`config.mk`:
```
export PLATFORM = sky130hd
export DESIGN_NAME = bcd_stopwatch
export DESIGN_NICKNAME = d
export VERILOG_FILES = /design/src/rtl/bcd_stopwatch.sv
export SDC_FILE = /design/constraint.sdc
export NUM_CORES = 1
export LEC_CHECK = 0
export BUFFER_PORTS_ARGS = -buffer_cell sky130_fd_sc_hd__buf_4
export CAP_MARGIN = 20
export CORE_UTILIZATION = 25
export CTS_CLUSTER_SIZE = 24
export DETAILED_ROUTE_END_ITERATION = 8
export GPL_ROUTABILITY_DRIVEN = 0
export PLACE_DENSITY = 0.48
export SYNTH_ARGS = -nofsm -noshare
export SYNTH_HDL_FRONTEND = slang
export SYNTH_SLANG_ARGS = --single-unit
export TNS_END_PERCENT = 10
```
`constraint.sdc`:
```
create_clock -name clk -period 5.15 [get_ports clk]
set_clock_uncertainty 0.2 [all_clocks]
set_input_delay 0.7725 -clock clk [delete_from_list [all_inputs] [get_ports clk]]
set_output_delay 0.7725 -clock clk [all_outputs]
set_load 0.01 [all_outputs]
```
`src/rtl/bcd_stopwatch.sv`:
```
`default_nettype none
// ============================================================================
// Module   : bcd_stopwatch
// Purpose  : Parametrised DIGITS-decade BCD stopwatch/timer with an internal
//            tick prescaler, up/down counting, preset load, clear and
//            terminal-count detection. Optional lap-hold display freeze is
//            enabled by defining BCD_STOPWATCH_LAP_HOLD_EN.
// Ports    : clk        - clock
//            reset      - synchronous, active-high reset
//            run        - counting enabled while high
//            clear      - pulse: zero count and prescaler, release lap hold
//            load       - pulse: load preset (nibbles >9 saturate to 9)
//            preset     - packed BCD load value, digit k at [4k+3:4k]
//            down       - 0 = count up, 1 = count down
//            lap        - pulse: lap freeze toggle (lap-hold build only)
//            digits     - packed BCD display value
//            tick       - one-cycle pulse when a stepped value first shows
//            wrap       - pulse with tick when all-9s rolls to all-0s
//            done       - high while down=1 and count==0
//            lap_active - high while the display is frozen
// Revision : 1.0 - initial release
// ============================================================================
module bcd_stopwatch #(
  parameter int DIGITS   = 4,
  parameter int TICK_DIV = 1000000,
  parameter int CNT_W    = 32
) (
  input  logic                clk,
  input  logic                reset,
  input  logic                run,
  input  logic                clear,
  input  logic                load,
  input  logic [4*DIGITS-1:0] preset,
  input  logic                down,
  input  logic                lap,
  output logic [4*DIGITS-1:0] digits,
  output logic                tick,
  output logic                wrap,
  output logic                done,
  output logic                lap_active
);

  localparam int               W          = 4 * DIGITS;
  localparam logic [CNT_W-1:0] PRESC_LAST = CNT_W'(TICK_DIV - 1);

  logic [W-1:0]     count_q, count_d;
  logic [CNT_W-1:0] presc_q, presc_d;
  logic             tick_q, tick_d;
  logic             wrap_q, wrap_d;

  logic [W-1:0]     count_inc;
  logic [W-1:0]     count_dec;
  logic [W-1:0]     preset_sat;
  logic             count_zero;
  logic             count_all9;
  logic             carry;
  logic             borrow;

  // Ripple BCD increment/decrement of the live count plus preset saturation.
  always_comb begin
    count_inc  = count_q;
    count_dec  = count_q;
    preset_sat = preset;
    count_all9 = 1'b1;
    carry      = 1'b1;
    borrow     = 1'b1;
    for (int k = 0; k < DIGITS; k++) begin
      if (count_q[4*k +: 4] != 4'd9) begin
        count_all9 = 1'b0;
      end
      if (preset[4*k +: 4] > 4'd9) begin
        preset_sat[4*k +: 4] = 4'd9;
      end
      if (carry) begin
        if (count_q[4*k +: 4] >= 4'd9) begin
          count_inc[4*k +: 4] = 4'd0;
        end else begin
          count_inc[4*k +: 4] = count_q[4*k +: 4] + 4'd1;
          carry               = 1'b0;
        end
      end
      if (borrow) begin
        if (count_q[4*k +: 4] == 4'd0) begin
          count_dec[4*k +: 4] = 4'd9;
        end else begin
          count_dec[4*k +: 4] = count_q[4*k +: 4] - 4'd1;
          borrow              = 1'b0;
        end
      end
    end
  end

  assign count_zero = (count_q == '0);

  // Next-state: clear > load > counting. Down-counting at zero parks the
  // prescaler at 0 so the counter never underflows.
  always_comb begin
    count_d = count_q;
    presc_d = presc_q;
    tick_d  = 1'b0;
    wrap_d  = 1'b0;
    if (clear) begin
      count_d = '0;
      presc_d = '0;
    end else if (load) begin
      count_d = preset_sat;
      presc_d = '0;
    end else if (down && count_zero) begin
      presc_d = '0;
    end else if (run) begin
      if (presc_q == PRESC_LAST) begin
        presc_d = '0;
        tick_d  = 1'b1;
        wrap_d  = !down && count_all9;
        count_d = down ? count_dec : count_inc;
      end else begin
        presc_d = presc_q + 1'b1;
      end
    end
  end

  always_ff @(posedge clk) begin
    if (reset) begin
      count_q <= '0;
      presc_q <= '0;
      tick_q  <= 1'b0;
      wrap_q  <= 1'b0;
    end else begin
      count_q <= count_d;
      presc_q <= presc_d;
      tick_q  <= tick_d;
      wrap_q  <= wrap_d;
    end
  end

  assign tick = tick_q;
  assign wrap = wrap_q;
  assign done = down & count_zero;

`ifdef BCD_STOPWATCH_LAP_HOLD_EN
  logic         lap_q, lap_d;
  logic [W-1:0] snap_q, snap_d;

  // Lap capture uses count_q, i.e. the value before any step on this edge.
  always_comb begin
    lap_d  = lap_q;
    snap_d = snap_q;
    if (clear) begin
      lap_d = 1'b0;
    end else if (lap) begin
      if (!lap_q) begin
        lap_d  = 1'b1;
        snap_d = count_q;
      end else begin
        lap_d = 1'b0;
      end
    end
  end

  always_ff @(posedge clk) begin
    if (reset) begin
      lap_q  <= 1'b0;
      snap_q <= '0;
    end else begin
      lap_q  <= lap_d;
      snap_q <= snap_d;
    end
  end

  assign digits     = lap_q ? snap_q : count_q;
  assign lap_active = lap_q;
`else
  logic unused_lap;
  assign unused_lap = lap;
  assign digits     = count_q;
  assign lap_active = 1'b0;
`endif

endmodule
`default_nettype wire

```
Word level (Yosys, flattened, before mapping)

Cells that the tools add are included.

Word-level logic and storage cells: 96
Memories kept: 0
Bits of input ports: 23
Register bits: 50
Memory bits (writable): 0
ROM bits: 0
Output and inout bits: 20
Latch bits: 0

Eq/ne operators: 9
Reduce and logical (&&, ||, !) cells: 21
$mul: 0
Add/subtract/negate cells: 9
Shifts and indexed selects: 0
Mux-type cells: 39
Bitwise operators: 3
Magnitude comparators: 8
Divide/modulo/power cells: 0

Operators by type and width:

| cell                    | count |
|---|---|
| $mux W16                | 5 |
| $mux W4                 | 18 |
| $add A32 B1 Y32 const B | 1 |
| $eq A32 B20 Y1 const B  | 1 |
| $mux W32                | 1 |
| $add A4 B1 Y4 const B   | 4 |
| $ge A4 B4 Y1 const B    | 4 |
| $gt A4 B4 Y1 const B    | 4 |
| $logic_not A16 Y1       | 1 |
| $logic_not A4 Y1        | 4 |
| $ne A4 B4 Y1 const B    | 4 |
| $sub A4 B1 Y4 const B   | 4 |
| $mux W1                 | 15 |
| $reduce_and A5 Y1       | 3 |
| $ne A3 B2 Y1 const B    | 3 |
| $reduce_bool A3 Y1      | 3 |
| $reduce_or A6 Y1        | 1 |
| $reduce_or A5 Y1        | 1 |
| $reduce_bool A2 Y1      | 2 |
| $reduce_or A4 Y1        | 1 |
| $reduce_and A3 Y1       | 1 |
| $logic_and A1 B1 Y1     | 2 |
| $ne A2 B2 Y1 const B    | 1 |
| $not A1 Y1              | 2 |
| 3 further kinds         | 3 |

Depth between registers and ports, before layout

Depth after elaboration: 10
Mapped depth: 8

Worst setup path after synthesis

Ideal clock, no wire load.

Path kind: in2reg
Start: in run
End: reg count_q[6] (netlist: digits[6])
Path buffers: 2
Data arrival time: 2.392 ns
Slack: 2.498 ns
Cell stages on the path: 7
Cell sequence: buf_4 -> nor4b_2 -> nand4_2 -> o41a_1 -> buf_6 -> or4_1 -> nand2_1

Cells in the longest elaborated chain, start to end: 2

Ends and longest elaborated chain:

| what                                | RTL line | text |
|---|---|---|
| start, declared                     | 30       | `input logic run,` |
| $reduce_bool A2 Y1 (no source line) | --       |  |
| $reduce_and A5 Y1 (no source line)  | --       |  |
| end signal, assigned                | 129      | `count_q <= count_d;` |
| end, declared                       | 46       | `logic [W-1:0] count_q, count_d;` |

Every way passes these cells.
A chain may end at the register's enable or synchronous reset.

Final worst setup path

Start: reg count_q[5] (netlist: digits[5])
End: out done

Cells in the longest elaborated chain, start to end: 2

Ends and longest elaborated chain:

| what              | RTL line | text |
|---|---|---|
| $logic_not A16 Y1 | 93       | `assign count_zero = (count_q == '0);` |
| $and A1 B1 Y1     | 138      | `assign done = down & count_zero;` |
| end, declared     | 39       | `output logic done,` |

Every way passes these cells.

==> results.txt <==
----------------------------------------------------
[Status]
  Status ... finished, final reports clean

[Timing]
  Final worst path period share ... 59.86%
  Final setup TNS ... 0 ns
  Actual transition at the worst max-transition pin ... 1.012 ns
  Worst slew slack as a fraction of its limit ... 32.29%
  Hold violation count in the final report ... 0
  Setup Viol. Count Final ... 0
  Worst-case setup margin in the final layout ... 2.067 ns
  Shortest clock period the worst path allows after layout ... 3.083 ns
  Fin Hold WS ... 0.3420 ns
  Fmax ... 324.4 MHz
  Setup repair after global routing missed its margin ... no
  Final Max Slew Viols ... 0

[Setup path]
  Critical path required time ... 4.18 ns
  Setup crit start kind ... flop
  Critical path class ... reg2out
  Cell count of the worst reg-to-reg path ... 7
  Critical path arrival ... 2.11 ns
  Endpoint of the lowest-slack register-to-register path ... digits[13]
  First element of the critical path ... digits[5]
  Setup slack on the worst flop-to-flop path ... 2.26 ns
  Kind of capture point of the worst setup path ... output port
  Critical-path maximum fanout ... 6
  End point of the critical path ... done
  Worst R2R Start ... digits[4]

[Clock tree]
  Maximum clock insertion buffer count ... 2
  Clock latency reported for the late side of the worst-skew pair ... 0.30 ns
  Clock tree from TritonCTS ... done
  Clock transition at the registers of the reported paths ... 0.08 ns
  Clock root buffer ... sky130_fd_sc_hd__clkbuf_16
  Count of clock tree sinks ... 50
  Clock buffer count from CTS ... 5
  Number of gates resized after cts ... 0
  CTS Hold Buffers Added ... 0
  Post-CTS setup buffers ... 0
  CTS H-tree depth ... 2

[Pwr]
  Maximum vdd ir drop ... 135.2 uV
  Power per cell area ... 228.7 mW/mm^2
  Leakage power figure ... 1.352 nW

[Logic synthesis]
  Syn Inst Count ... 401
  Portion of the post-synthesis area used by sequential elements ... 30.84%
  Number of synthesized register bits ... 50
  Netlist area before placement ... 0.003246 sq mm
  Synthesized Nets ... 438
  Share of async-settable or async-resettable flops after synthesis ... 0%
  Most common flop cell mapped by yosys ... sky130_fd_sc_hd__dfxtp_1
  EDFF count, synth ... 0
  Distinct cells, synth ... 59
  Avg Synthesized Cell Area ... 8.094 sq um
  Number of warning messages in the yosys log ... 0

[Finish]
  Sequential cell area ... 0.001001 sq mm
  Fin nets ... 467
  Utilization after layout ... 30.37%
  Most common cell after layout, fill and taps aside ... sky130_fd_sc_hd__nor2_1
  Post-route cell area ... 0.003832 sq mm
  Fraction of layout cells with a size suffix above 1 ... 15.08%
  N_diodes ... 0
  Filler cell count ... 1353
  Area of combinational cells with multiple inputs ... 0.002091 sq mm
  Most frequent cells in the layout ... 51 x sky130_fd_sc_hd__nor2_1, 50 x sky130_fd_sc_hd__dfxtp_1, 41 x sky130_fd_sc_hd__buf_4
  Synthesis-to-layout area growth ... 18.08%

[Worst hold path]
  Launch point of the worst hold path ... presc_q[19]
  HP Class ... reg2reg

[Routing]
  Post-detailed-route via-to-cell ratio ... 4.988
  Number of search-and-repair iterations in the first detailed-routing pass ... 4
  DR WL/cell ... 14.56 microns
  Number of vias after detailed routing ... 3008
  Number of design rule violations left after detail routing ... 0
  Initial DRC count ... 158
  Number of nets still failing antenna checks after routing ... 0
  Final wirelength ... 8779 microns

[Global route]
  Overall track demand over capacity in global routing ... 13.89%
  Vias in the first global route ... 2903
  Pin count of the biggest net entering global routing ... 33
  Initial antenna violation count ... 0
  First-pass GRT wire length ... 14780 microns
  Leftover overflow at the end of global routing ... 0

[Floorplan]
  Number of top-level pins ... 43
  Floorplan Core Area ... 0.01262 sq mm
  Die Width ... 115.9 microns
  Num rows ... 41
  Die area ... 0.01344 sq mm
  Vertical die dimension ... 115.9 microns
  Initial Util ... 25.72%

[Placement]
  Placed Instance Area ... 0.003679 sq mm
  Post-detailed-placement half-perimeter wirelength ... 6364 microns
  DP Worst Slack ... 2.186 ns
  Port-buffer cells ... 40

[Run]
  Number of maximum-capacitance constraint violations ... 0

----------------------------------------------------
==> synthesized netlist by cell type, types with 3 or more instances <==
master	instances	area share [%]
sky130_fd_sc_hd__dfxtp_1	50	31
sky130_fd_sc_hd__a22o_1	3	0.81
sky130_fd_sc_hd__xor2_1	10	2.7
sky130_fd_sc_hd__o311ai_1	3	0.81
sky130_fd_sc_hd__nand3b_1	6	1.4
sky130_fd_sc_hd__o31ai_1	3	0.69
sky130_fd_sc_hd__a21oi_1	22	3.4
sky130_fd_sc_hd__nand3_1	19	2.9
sky130_fd_sc_hd__a221oi_1	3	0.81
sky130_fd_sc_hd__nor2b_1	7	1.3
sky130_fd_sc_hd__or2_2	6	1.2
sky130_fd_sc_hd__and4_1	6	1.6
sky130_fd_sc_hd__o311ai_0	3	0.81
sky130_fd_sc_hd__nand2_1	23	2.7
sky130_fd_sc_hd__and2_1	3	0.58
sky130_fd_sc_hd__nor4_1	6	1.2
sky130_fd_sc_hd__nor2_1	51	5.9
sky130_fd_sc_hd__or3_1	3	0.58
sky130_fd_sc_hd__clkbuf_1	10	1.2
sky130_fd_sc_hd__ha_1	14	5.4
sky130_fd_sc_hd__nand2b_1	4	0.77
sky130_fd_sc_hd__xnor2_1	24	6.5
sky130_fd_sc_hd__or3b_1	3	0.81
sky130_fd_sc_hd__buf_2	6	0.93
sky130_fd_sc_hd__a211oi_1	7	1.6
sky130_fd_sc_hd__inv_1	17	2.0
sky130_fd_sc_hd__nor3_1	16	2.5
sky130_fd_sc_hd__a31oi_1	3	0.58
sky130_fd_sc_hd__nor3b_1	4	0.93
sky130_fd_sc_hd__mux2i_1	5	1.5
sky130_fd_sc_hd__and3_1	5	0.96
sky130_fd_sc_hd__a222oi_1	3	0.93
sky130_fd_sc_hd__o21bai_1	5	1.2
sky130_fd_sc_hd__nand4_1	9	1.7
sky130_fd_sc_hd__o21ai_0	10	1.5
==> kinds of logic (layout without fill, tap and decap cells) <==
kind of cell / after synthesis / count (layout) / share of synthesized area (%)
fa+ha+maj: 14 / 14 / 5.397
compound gates: 76 / 76 / 16.69
other cells: 1 / 1 / 0.1155
xor+xnor: 34 / 34 / 9.175
mux: 6 / 6 / 1.889
buf+inv: 36 / 66 / 4.857
flops: 50 / 50 / 30.84
simple gates: 184 / 184 / 31.03
==> worst max-delay path, stage by stage (launching register included) <==
cell and delay (ns):
sky130_fd_sc_hd__dfxtp_1 0.37, sky130_fd_sc_hd__inv_1 0.13, sky130_fd_sc_hd__ha_1 0.29, sky130_fd_sc_hd__nor3b_1 0.50, sky130_fd_sc_hd__and4_4 0.38, sky130_fd_sc_hd__buf_4 0.14
==> state kept, by name (all words and copies together) (netlist names) <==
| name | count |
|---|---|
| presc_q | 32 |
| digits | 16 |
| tick | 1 |
| wrap | 1 |
==> how the worst min path moves through the flow <==
stage / to / cells past startpoint / slack, ns
floorplan: presc_q[9] / 2 / 0.29
global placement: presc_q[19] / 2 / 0.32
detailed placement: presc_q[19] / 2 / 0.33
CTS: presc_q[19] / 2 / 0.34
global route: presc_q[1] / 2 / 0.39
finish: presc_q[19] / 2 / 0.34
==> metrics by stage <==
step                      power (mW)  cells
final                         0.8765    603
after global routing          0.9185    603
after CTS                     0.8875    603
after detailed placement      0.5258    595
after global placement        0.5249    595
after floorplan               0.4833    401
==> where the power goes <==
group / switching (mW) / total [mW] / internal, mW
registers: 0.00964 / 0.400 / 0.390
clock network: 0.172 / 0.359 / 0.187
logic: 0.0660 / 0.117 / 0.0513
total: 0.248 / 0.876 / 0.629
==> metal layers <==
layer  wire (microns)  share of wire (%)  GRT usage [%]
met1             4103                 47          17.83
met2             4160                 47          23.45
met3              376                4.3          2.615
met4              138                1.6          4.274
met5                0                  0              0
==> layout make-up <==
class | instances | area share, %
Multi-Input combinational cell | 315 | 54.55
Sequential cell | 50 | 26.12
Timing Repair Buffer | 41 | 8.031
Tap cell | 172 | 5.615
Clock buffer | 5 | 3.265
Inverter | 17 | 1.665
Clock inverter | 3 | 0.7509
(Power assumes the default switching activity.)
